$ cat src/rtl/relay_bank_sequencer.sv
// relay_bank_sequencer
//    Break-before-make sequencer for a bank of N relay/switch coils. A
//    requested contact pattern is applied one coil per step: every coil that
//    has to open is handled before any coil that has to close. Each coil
//    change is followed by a settle dwell of SETTLE cycles.
//
//    Build option: RELAY_SENSE_EN adds contact feedback checking.
//
// Ports
//    clk        in   1  clock, rising edge
//    rst_n      in   1  asynchronous active-low reset
//    req_valid  in   1  target pattern valid
//    req_ready  out  1  high only in IDLE
//    req_mask   in   N  target coil state, 1 = closed
//    drv        out  N  coil drive, 1 = energised
//    busy       out  1  high in every state except IDLE
//    done       out  1  one-cycle pulse at end of sequence
//    sense      in   N  synchronised contact feedback (RELAY_SENSE_EN only)
//    fault      out  1  sticky contact mismatch (constant 0 without RELAY_SENSE_EN)
//
// state | meaning
// ------+------------------------------------------------------------
// IDLE  | waiting for a request, req_ready high
// BREAK | open the lowest coil that is on but not wanted, else go MAKE
// BWAIT | settle dwell after an opening
// MAKE  | close the lowest coil that is wanted but off, else go DONE
// MWAIT | settle dwell after a closing
// DONE  | done pulse for one cycle

module relay_bank_sequencer #(
   parameter int N      = 4,
   parameter int SETTLE = 1000,
   parameter int CW     = $clog2(SETTLE + 1)
) (
   input  logic         clk,
   input  logic         rst_n,
   input  logic         req_valid,
   output logic         req_ready,
   input  logic [N-1:0] req_mask,
   output logic [N-1:0] drv,
   output logic         busy,
   output logic         done,
`ifdef RELAY_SENSE_EN
   input  logic [N-1:0] sense,
`endif
   output logic         fault
);

   if (SETTLE < 1) begin : g_settle_check
      $error("relay_bank_sequencer: SETTLE must be >= 1");
   end

   localparam int IW = (N > 1) ? $clog2(N) : 1;

   localparam logic [2:0] S_IDLE  = 3'd0;
   localparam logic [2:0] S_BREAK = 3'd1;
   localparam logic [2:0] S_BWAIT = 3'd2;
   localparam logic [2:0] S_MAKE  = 3'd3;
   localparam logic [2:0] S_MWAIT = 3'd4;
   localparam logic [2:0] S_DONE  = 3'd5;

   logic [2:0]    state_q, state_d;
   logic [N-1:0]  drv_q, drv_d;
   logic [N-1:0]  tgt_q, tgt_d;
   logic [CW-1:0] cnt_q, cnt_d;

   logic [N-1:0]  brk_vec, mk_vec;
   logic [IW-1:0] brk_idx, mk_idx;

   assign brk_vec = drv_q & ~tgt_q;
   assign mk_vec  = ~drv_q & tgt_q;

   // Descending scan so the lowest set bit is the one left standing.
   always_comb begin
      brk_idx = '0;
      mk_idx  = '0;
      for (int i = N - 1; i >= 0; i--) begin
         if (brk_vec[i]) brk_idx = IW'(i);
         if (mk_vec[i])  mk_idx  = IW'(i);
      end
   end

`ifdef RELAY_SENSE_EN
   logic          fault_q, fault_d;
   logic [IW-1:0] sw_idx_q, sw_idx_d;
`endif

   always_comb begin
      state_d = state_q;
      drv_d   = drv_q;
      tgt_d   = tgt_q;
      cnt_d   = cnt_q;
`ifdef RELAY_SENSE_EN
      fault_d  = fault_q;
      sw_idx_d = sw_idx_q;
`endif
      case (state_q)
         S_IDLE: begin
            if (req_valid) begin
               tgt_d   = req_mask;
               state_d = S_BREAK;
`ifdef RELAY_SENSE_EN
               fault_d = 1'b0;
`endif
            end
         end
         S_BREAK: begin
            if (|brk_vec) begin
               drv_d[brk_idx] = 1'b0;
               cnt_d          = CW'(SETTLE);
               state_d        = S_BWAIT;
`ifdef RELAY_SENSE_EN
               sw_idx_d       = brk_idx;
`endif
            end else begin
               state_d = S_MAKE;
            end
         end
         S_MAKE: begin
            if (|mk_vec) begin
               drv_d[mk_idx] = 1'b1;
               cnt_d         = CW'(SETTLE);
               state_d       = S_MWAIT;
`ifdef RELAY_SENSE_EN
               sw_idx_d      = mk_idx;
`endif
            end else begin
               state_d = S_DONE;
            end
         end
         S_BWAIT, S_MWAIT: begin
            cnt_d = cnt_q - CW'(1);
            if (cnt_q == CW'(1)) begin
               state_d = (state_q == S_BWAIT) ? S_BREAK : S_MAKE;
`ifdef RELAY_SENSE_EN
               // Contact should have followed its coil by the end of the dwell.
               if (sense[sw_idx_q] != drv_q[sw_idx_q]) begin
                  fault_d = 1'b1;
                  drv_d   = '0;
                  state_d = S_DONE;
               end
`endif
            end
         end
         S_DONE: begin
            state_d = S_IDLE;
         end
         default: begin
            state_d = S_IDLE;
            drv_d   = '0;
         end
      endcase
   end

   always_ff @(posedge clk or negedge rst_n) begin
      if (!rst_n) begin
         state_q <= S_IDLE;
         drv_q   <= '0;
         tgt_q   <= '0;
         cnt_q   <= '0;
      end else begin
         state_q <= state_d;
         drv_q   <= drv_d;
         tgt_q   <= tgt_d;
         cnt_q   <= cnt_d;
      end
   end

`ifdef RELAY_SENSE_EN
   always_ff @(posedge clk or negedge rst_n) begin
      if (!rst_n) begin
         fault_q  <= 1'b0;
         sw_idx_q <= '0;
      end else begin
         fault_q  <= fault_d;
         sw_idx_q <= sw_idx_d;
      end
   end

   assign fault = fault_q;
`else
   assign fault = 1'b0;
`endif

   assign drv       = drv_q;
   assign req_ready = (state_q == S_IDLE);
   assign busy      = (state_q != S_IDLE);
   assign done      = (state_q == S_DONE);

endmodule

$ cat config.mk
export PLATFORM = sky130hd
export DESIGN_NAME = relay_bank_sequencer
export DESIGN_NICKNAME = d
export VERILOG_FILES = /design/src/rtl/relay_bank_sequencer.sv
export SDC_FILE = /design/constraint.sdc
export NUM_CORES = 1
export LEC_CHECK = 0
export CORE_ASPECT_RATIO = 0.6
export CORE_MARGIN = 5
export CORE_UTILIZATION = 40
export DETAILED_ROUTE_END_ITERATION = 10
export GPL_TIMING_DRIVEN = 0
export MAX_ROUTING_LAYER = met4
export PLACE_DENSITY = 0.69
export SETUP_SLACK_MARGIN = 0.2
export SLEW_MARGIN = 20
export SYNTH_ARGS = -nofsm -noshare
export SYNTH_HDL_FRONTEND = slang
export SYNTH_SLANG_ARGS = --single-unit
$ cat constraint.sdc
create_clock -name clk -period 2.05 [get_ports clk]
set_input_delay 0.3075 -clock clk [delete_from_list [all_inputs] [get_ports clk]]
set_output_delay 0.3075 -clock clk [all_outputs]
set_load 0.005 [all_outputs]
==> results.yml <==
die:
  fp.dieH_um: 53.0
  num_rows: 15
  io_pins: 15
  core_area_um2: 2910
  fp.dieW_um: 81.7
  start_util: 0.424
  dieArea_um2: 4330
critical_path:
  r2r-start: "cnt_q[4]"
  critPathSlowestCell: "or4_4"
  path_buf_inv: 0
  path_cells: "or4_4, or3_4, or3_4, o21ai_1, or3b_1"
  worst_ep_arrival_time_ps: 2390
  cp_common_cell: "or3_4"
  rr_worst_depth: 5
  cp-end-kind: "flop"
  rrSetupSlack_ps: -200
  path_max_fanout: 3
  cp-start-kind: "flop"
  timing.rr.end: "cnt_q[9]"
  cpPeakStageDelay_ps: 540
  crit_required_ps: 2200
  crit_type: "reg -> reg"
  path_delay_family: "simple AND/OR/NAND/NOR gates"
power:
  p_per_area_nw_per_um2: 1750
  p_total_uw: 3320
  leakage_uw: 0.000779
  seq_power_share: 0.236
  sw_frac_of_total: 0.415
  p_int_uw: 1940
  pwr-share-comb: 0.679
  power.share.clock: 0.084
  peakVddDrop_uv: 860
  switchingPower_uw: 1380
layout:
  antenna_cells: 0
  nNetsFinal: 176
  fin_area_um2: 1900
  multiInputGateArea_um2: 866
  drive_above_1_share: 0.476
  syn_to_final_growth_pct: 53.9
  n_fill_cell: 219
  regArea_um2: 529
global_routing:
  grtUsageTotal: 0.171
  antenna_found_initial: 0
  gr-total-overflow: 0
  grt_max_degree: 22
  grt_pass1_vias: 1130
  grt_pass1_wl_mm: 5.34
timing:
  slew_viol_final: 0
  finalSetupTns_ps: -490
  finalClockSkew_ps: 1.54
  max_freq_ghz: 0.445
  finalSetupViolCount: 5
  hold_viol: 6
  setup_ws_ps: -195
  layout_min_cycle_time_ps: 2250
  finalCritPeriodShare: 1.10
  timing.hold.ws_ps: -5.10
  grt_setup_unrepaired: "yes"
drt:
  drt_iter0_markers: 43
  num_vias: 1141
  drc: 0
  first_pass_iters: 4
  wl_per_cell_um: 16.5
  antenna_left: 0
  routed_via_density: 5.49
  wirelength_mm: 3.43
synthesis:
  synth_top_area_cell: "dfrtp_1"
  yosysMostFrequentCell: "dfrtp_1"
  synth_area_per_cell_um2: 9.95
  synth_cell_types: 46
  syn_area_um2: 1230
  synth_top_area_frac: 0.426
  seq_area_frac_synth: 0.426
  synth_area_leaders: "dfrtp_1 (43%), mux2_2 (5.5%), nand2b_1 (5.1%), or3_1 (3.0%), a41oi_1 (2.8%)"
  synth-main-ff-cell: "dfrtp_1"
  synthTopCellsByCount: "dfrtp_1 (21), nand2b_1 (10), nor2_1 (7), mux2_2 (6), or3_1 (6)"
  syn-instance-count: 124
  ys_seq_elements: 21
  async_flop_share: 1.00
  synth-edff-count: 0
  synth_fp_nets: 133
  ys_warn_count: 0
place:
  post_dp_cell_area_um2: 1470
  place.gp.congestion: 0.844
  dp_hpwl_mm: 2.16
  port_buffers: 13
clocking:
  htree_num_levels: 1
  cts.clk_slew.worst_paths_ps: 80
  hold_buffers: 0
  clock_latency_ps: 260
  clock_tree.root_cell: "clkbuf_8"
  cts_buffers: 3
  clock-sinks: 21
  cts_tree: "yes"
  clock_path_buffers: 2
outcome:
  violations: "negative hold slack, negative setup slack"
  status: "complete, but fails checks"
worst_hold_path:
  hold_path.class: "in -> async"
flow_run:
  maxCapViolCount: 0
## how the worst max path moves through the flow
stage | from | endpoint | slack [ps] | cells after the start
after floorplan | cnt_q[4] | cnt_q[9] | -130 | 5
after global placement | cnt_q[2] | cnt_q[9] | -170 | 5
after detailed placement | cnt_q[2] | state_q[0] | -240 | 5
after CTS | cnt_q[4] | cnt_q[9] | -160 | 5
after global routing | cnt_q[4] | cnt_q[9] | -240 | 5
final | cnt_q[4] | cnt_q[9] | -200 | 5
## layer usage
layer	up-vias	GRT usage	routed length [µm]
met5	-	-	0
met4	0	0.0470	24
met3	2	0.0340	78
met2	11	0.270	1620
met1	569	0.225	1710
li1	559	-	-
## power groups by stage
stage                     Combinational [µW]  Sequential, µW  Clock [µW]
after global placement                  1400             751           0
after floorplan                         1060             724           0
final                                   2260             785         280
after detailed placement                1450             769           0
after global routing                    2420             804         300
after CTS                               2130             742         281
## sequential cells by signal (all words and copies together) (netlist names)
name,cells
drv,4
tgt_q,4
cnt_q,10
state_q,3
## cell families after synthesis
logic type | Yosys count | share of synthesized area
simple gates | 55 | 0.281
fa+ha+maj | 2 | 0.0203
buf+inv | 9 | 0.0365
other cells | 1 | 0.00304
xor+xnor | 2 | 0.0142
flops | 21 | 0.426
mux | 6 | 0.0548
compound gates | 28 | 0.164
## placed cells by master, fill, tap and decap left out, types with 3 or more instances in the layout
| cell type | instances |
|---|---|
| or3_4 | 3 |
| nor2b_1 | 3 |
| clkdlybuf4s50_1 | 9 |
| dfrtp_1 | 18 |
| nor3_1 | 3 |
| buf_6 | 4 |
| or3_1 | 4 |
| nor4_1 | 3 |
| a21oi_1 | 3 |
| nor2_1 | 6 |
| buf_4 | 22 |
| clkbuf_8 | 5 |
| mux2_2 | 5 |
| nand2b_4 | 7 |
| nand2_1 | 5 |
| dfrtp_2 | 3 |
| or3b_4 | 3 |
## layout make-up
type	instances	share of cell area
buffer	6	0.0363
clock buffer	4	0.0237
inverter	3	0.00593
multi-input combinational	94	0.456
sequential	21	0.279
tap	42	0.0277
timing repair buffer	38	0.171
## worst register-to-register path, cell delays in order, from the launching register on
cell,delay (ps)
dfrtp_1,390
or4_4,540
or3_4,350
or3_4,370
o21ai_1,130
or3b_1,350
## what timing repair did
action                                  4_1_cts  5_1_grt
buffers inserted                             23        2
gates resized for setup                      38       21
endpoints found under the setup margin       18       15
endpoints found under the hold margin         0        0
pin swaps                                     9       10
## per-stage QoR
step,worst slack [ps],cells,util
finish,-195,208,0.652
global route,-240,208,0.652
CTS,-164,206,0.632
detailed placement,-235,179,0.505
global placement,-174,179,0.505
floorplan,-126,124,-
Note: power is estimated with default switching activity, not from simulation.
==> RTL edit, RTL diff (same flow settings) <==
Change the parameter `SETTLE` from 1000 to 250.
--- a/src/rtl/relay_bank_sequencer.sv
+++ b/src/rtl/relay_bank_sequencer.sv
@@ -29,7 +29,7 @@
 
 module relay_bank_sequencer #(
    parameter int N      = 4,
-   parameter int SETTLE = 1000,
+   parameter int SETTLE = 250,
    parameter int CW     = $clog2(SETTLE + 1)
 ) (
    input  logic         clk,
Formal check against the unedited RTL: same outputs for any inputs over 10 cycles, from zero or initial values and one cycle with rst_n low; that may be too few to reach the edited logic, so the function may still have changed.
==> RTL edit against the original RTL <==
First-iteration DRC count rose by 53%. Largest cell class unchanged. Area after synthesis decreased by 2.3%. Sequential share of layout area is 2.2 points higher. Wire length is 12% lower. Utilization shrank 10 points. Final area shrank 16%. Die area decreased by 2.0%. Setup slack better by 200 ps. Sequential cell count is 2 lower.
Power is left out: it rests on default switching activity, and per cell area and clock period it moved more than threefold.
==> RTL edit: results (changes against the original RTL) <==
<table>
<tr><th>Metric</th><th>Value</th></tr>
<tr><th colspan="2">Logic synthesis</th></tr>
<tr><td>Post-synthesis compound-gate area fraction</td><td>21.29% (was 16.43%)</td></tr>
<tr><td>Mapped Cells</td><td>131 (was 124)</td></tr>
<tr><td>Post-synthesis share of cell area spent on xor and xnor gates</td><td>2.181% (was 1.420%)</td></tr>
<tr><td>Post-synthesis share of cell area spent on full adders, half adders and majority gates</td><td>2.077% (was 2.028%)</td></tr>
<tr><td>Post-synth cell types</td><td>44 (was 46)</td></tr>
<tr><td>Total nets after synthesis</td><td>140 (was 133)</td></tr>
<tr><td>Portion of the post-synthesis area used by sequential elements</td><td>39.46% (was 42.60%)</td></tr>
<tr><td>Share of cell area taken by muxes after synthesis</td><td>2.804% (was 5.477%)</td></tr>
<tr><th colspan="2">Drt</th></tr>
<tr><td>Wire length per cell</td><td>15.10 um (was 16.48 um)</td></tr>
<tr><td>Violation count after the first detailed-route iteration</td><td>66 (was 43)</td></tr>
<tr><td>Overall via count from detail_route</td><td>1046 (was 1141)</td></tr>
<tr><th colspan="2">Layout</th></tr>
<tr><td>Flip-flop count of the largest register, all copies and words added</td><td>8 (was 10)</td></tr>
<tr><td>Ratio of cells with drive above 1 in the final layout</td><td>26.58% (was 47.59%)</td></tr>
<tr><th colspan="2">Place</th></tr>
<tr><td>Number of cells after detailed placement</td><td>186 (was 179)</td></tr>
<tr><td>Post-DP HPWL</td><td>1.998 mm (was 2.158 mm)</td></tr>
<tr><td>Pre-CTS WS</td><td>-119.5 ps (was -235.0 ps)</td></tr>
<tr><td>Weighted congestion at the end of routability-driven global placement</td><td>0.8716 (was 0.8438)</td></tr>
<tr><th colspan="2">Critical path</th></tr>
<tr><td>Setup slack of the most critical reg-to-reg path</td><td>2 ps (was -200 ps)</td></tr>
<tr><td>Longest individual stage delay on the worst path</td><td>380 ps (was 540 ps)</td></tr>
<tr><td>Worst-path fanout max</td><td>7 (was 3)</td></tr>
<tr><th colspan="2">Global routing</th></tr>
<tr><td>Via count of the first global-routing pass</td><td>954 (was 1130)</td></tr>
<tr><td>Largest net degree at the start of global routing</td><td>20 (was 22)</td></tr>
<tr><td>Overall track demand over capacity in global routing</td><td>14.87% (was 17.07%)</td></tr>
<tr><th colspan="2">Outcome</th></tr>
<tr><td>Run status</td><td>finished clean (was finished with violations)</td></tr>
<tr><th colspan="2">Timing</th></tr>
<tr><td>Ratio of final minimum period to clock period</td><td>99.92% (was 109.5%)</td></tr>
</table>
==> RTL edit: changes by cell type after synthesis, sizes merged, moves of 4 or more <==
cell	unedited run	this run
a21oi	5	10
nand2	5	12
nand2b	10	4
a41oi	4	0
or3b	4	0
or3	8	2
==> RTL edit: repair_timing <==
action / 4_1_cts / 5_1_grt
buffers inserted: 5 / 5
endpoints found under the setup margin: 14 / 14
resized for setup: 6 / 20
pin swaps: 0 / 3
==> RTL edit: final timing paths <==
| kind | startpoint | to | depth (start not counted) |
|---|---|---|---|
| max | state_q[2] | cnt_q[5] | 8 |
| max in group asynchronous | rst_n | state_q[0] | 1 |
| min reg2reg | cnt_q[7] | cnt_q[7] | 2 |
| min | cnt_q[7] | cnt_q[7] | 2 |
| min in group asynchronous | rst_n | cnt_q[3] | 1 |
| max reg2reg | state_q[2] | cnt_q[5] | 8 |
==> RTL edit: cell families (layout without fill, tap and decap cells) <==
logic type,Yosys count,in the layout
and+or+nand+nor,53,53
muxes,3,3
AOI/OAI and AO/OA,35,35
adders and majority gates,2,2
buffers and inverters,15,42
other,1,1
DFF,19,19
xor gates and xnor gates,3,3
==> RTL edit: layout make-up <==
| class | count | area (um^2) |
|---|---|---|
| buffer | 9 | 67.56 |
| multi-input combinational | 97 | 713.2 |
| fill | 254 | 1285 |
| tap | 42 | 52.55 |
| clock inverter | 1 | 5.005 |
| clock buffer | 3 | 41.29 |
| sequential | 19 | 476.7 |
| timing repair buffer | 23 | 207.7 |
| inverter | 6 | 22.52 |
==> RTL edit: per-layer routing <==
layer / part of all wire [%] / up-vias / GRT usage, %
met3: 2.8 / 2 / 4.124
li1: - / 514 / -
met4: 0.20 / 0 / 0.8427
met1: 51 / 515 / 21.50
met2: 46 / 15 / 21.66
met5: 0 / - / -
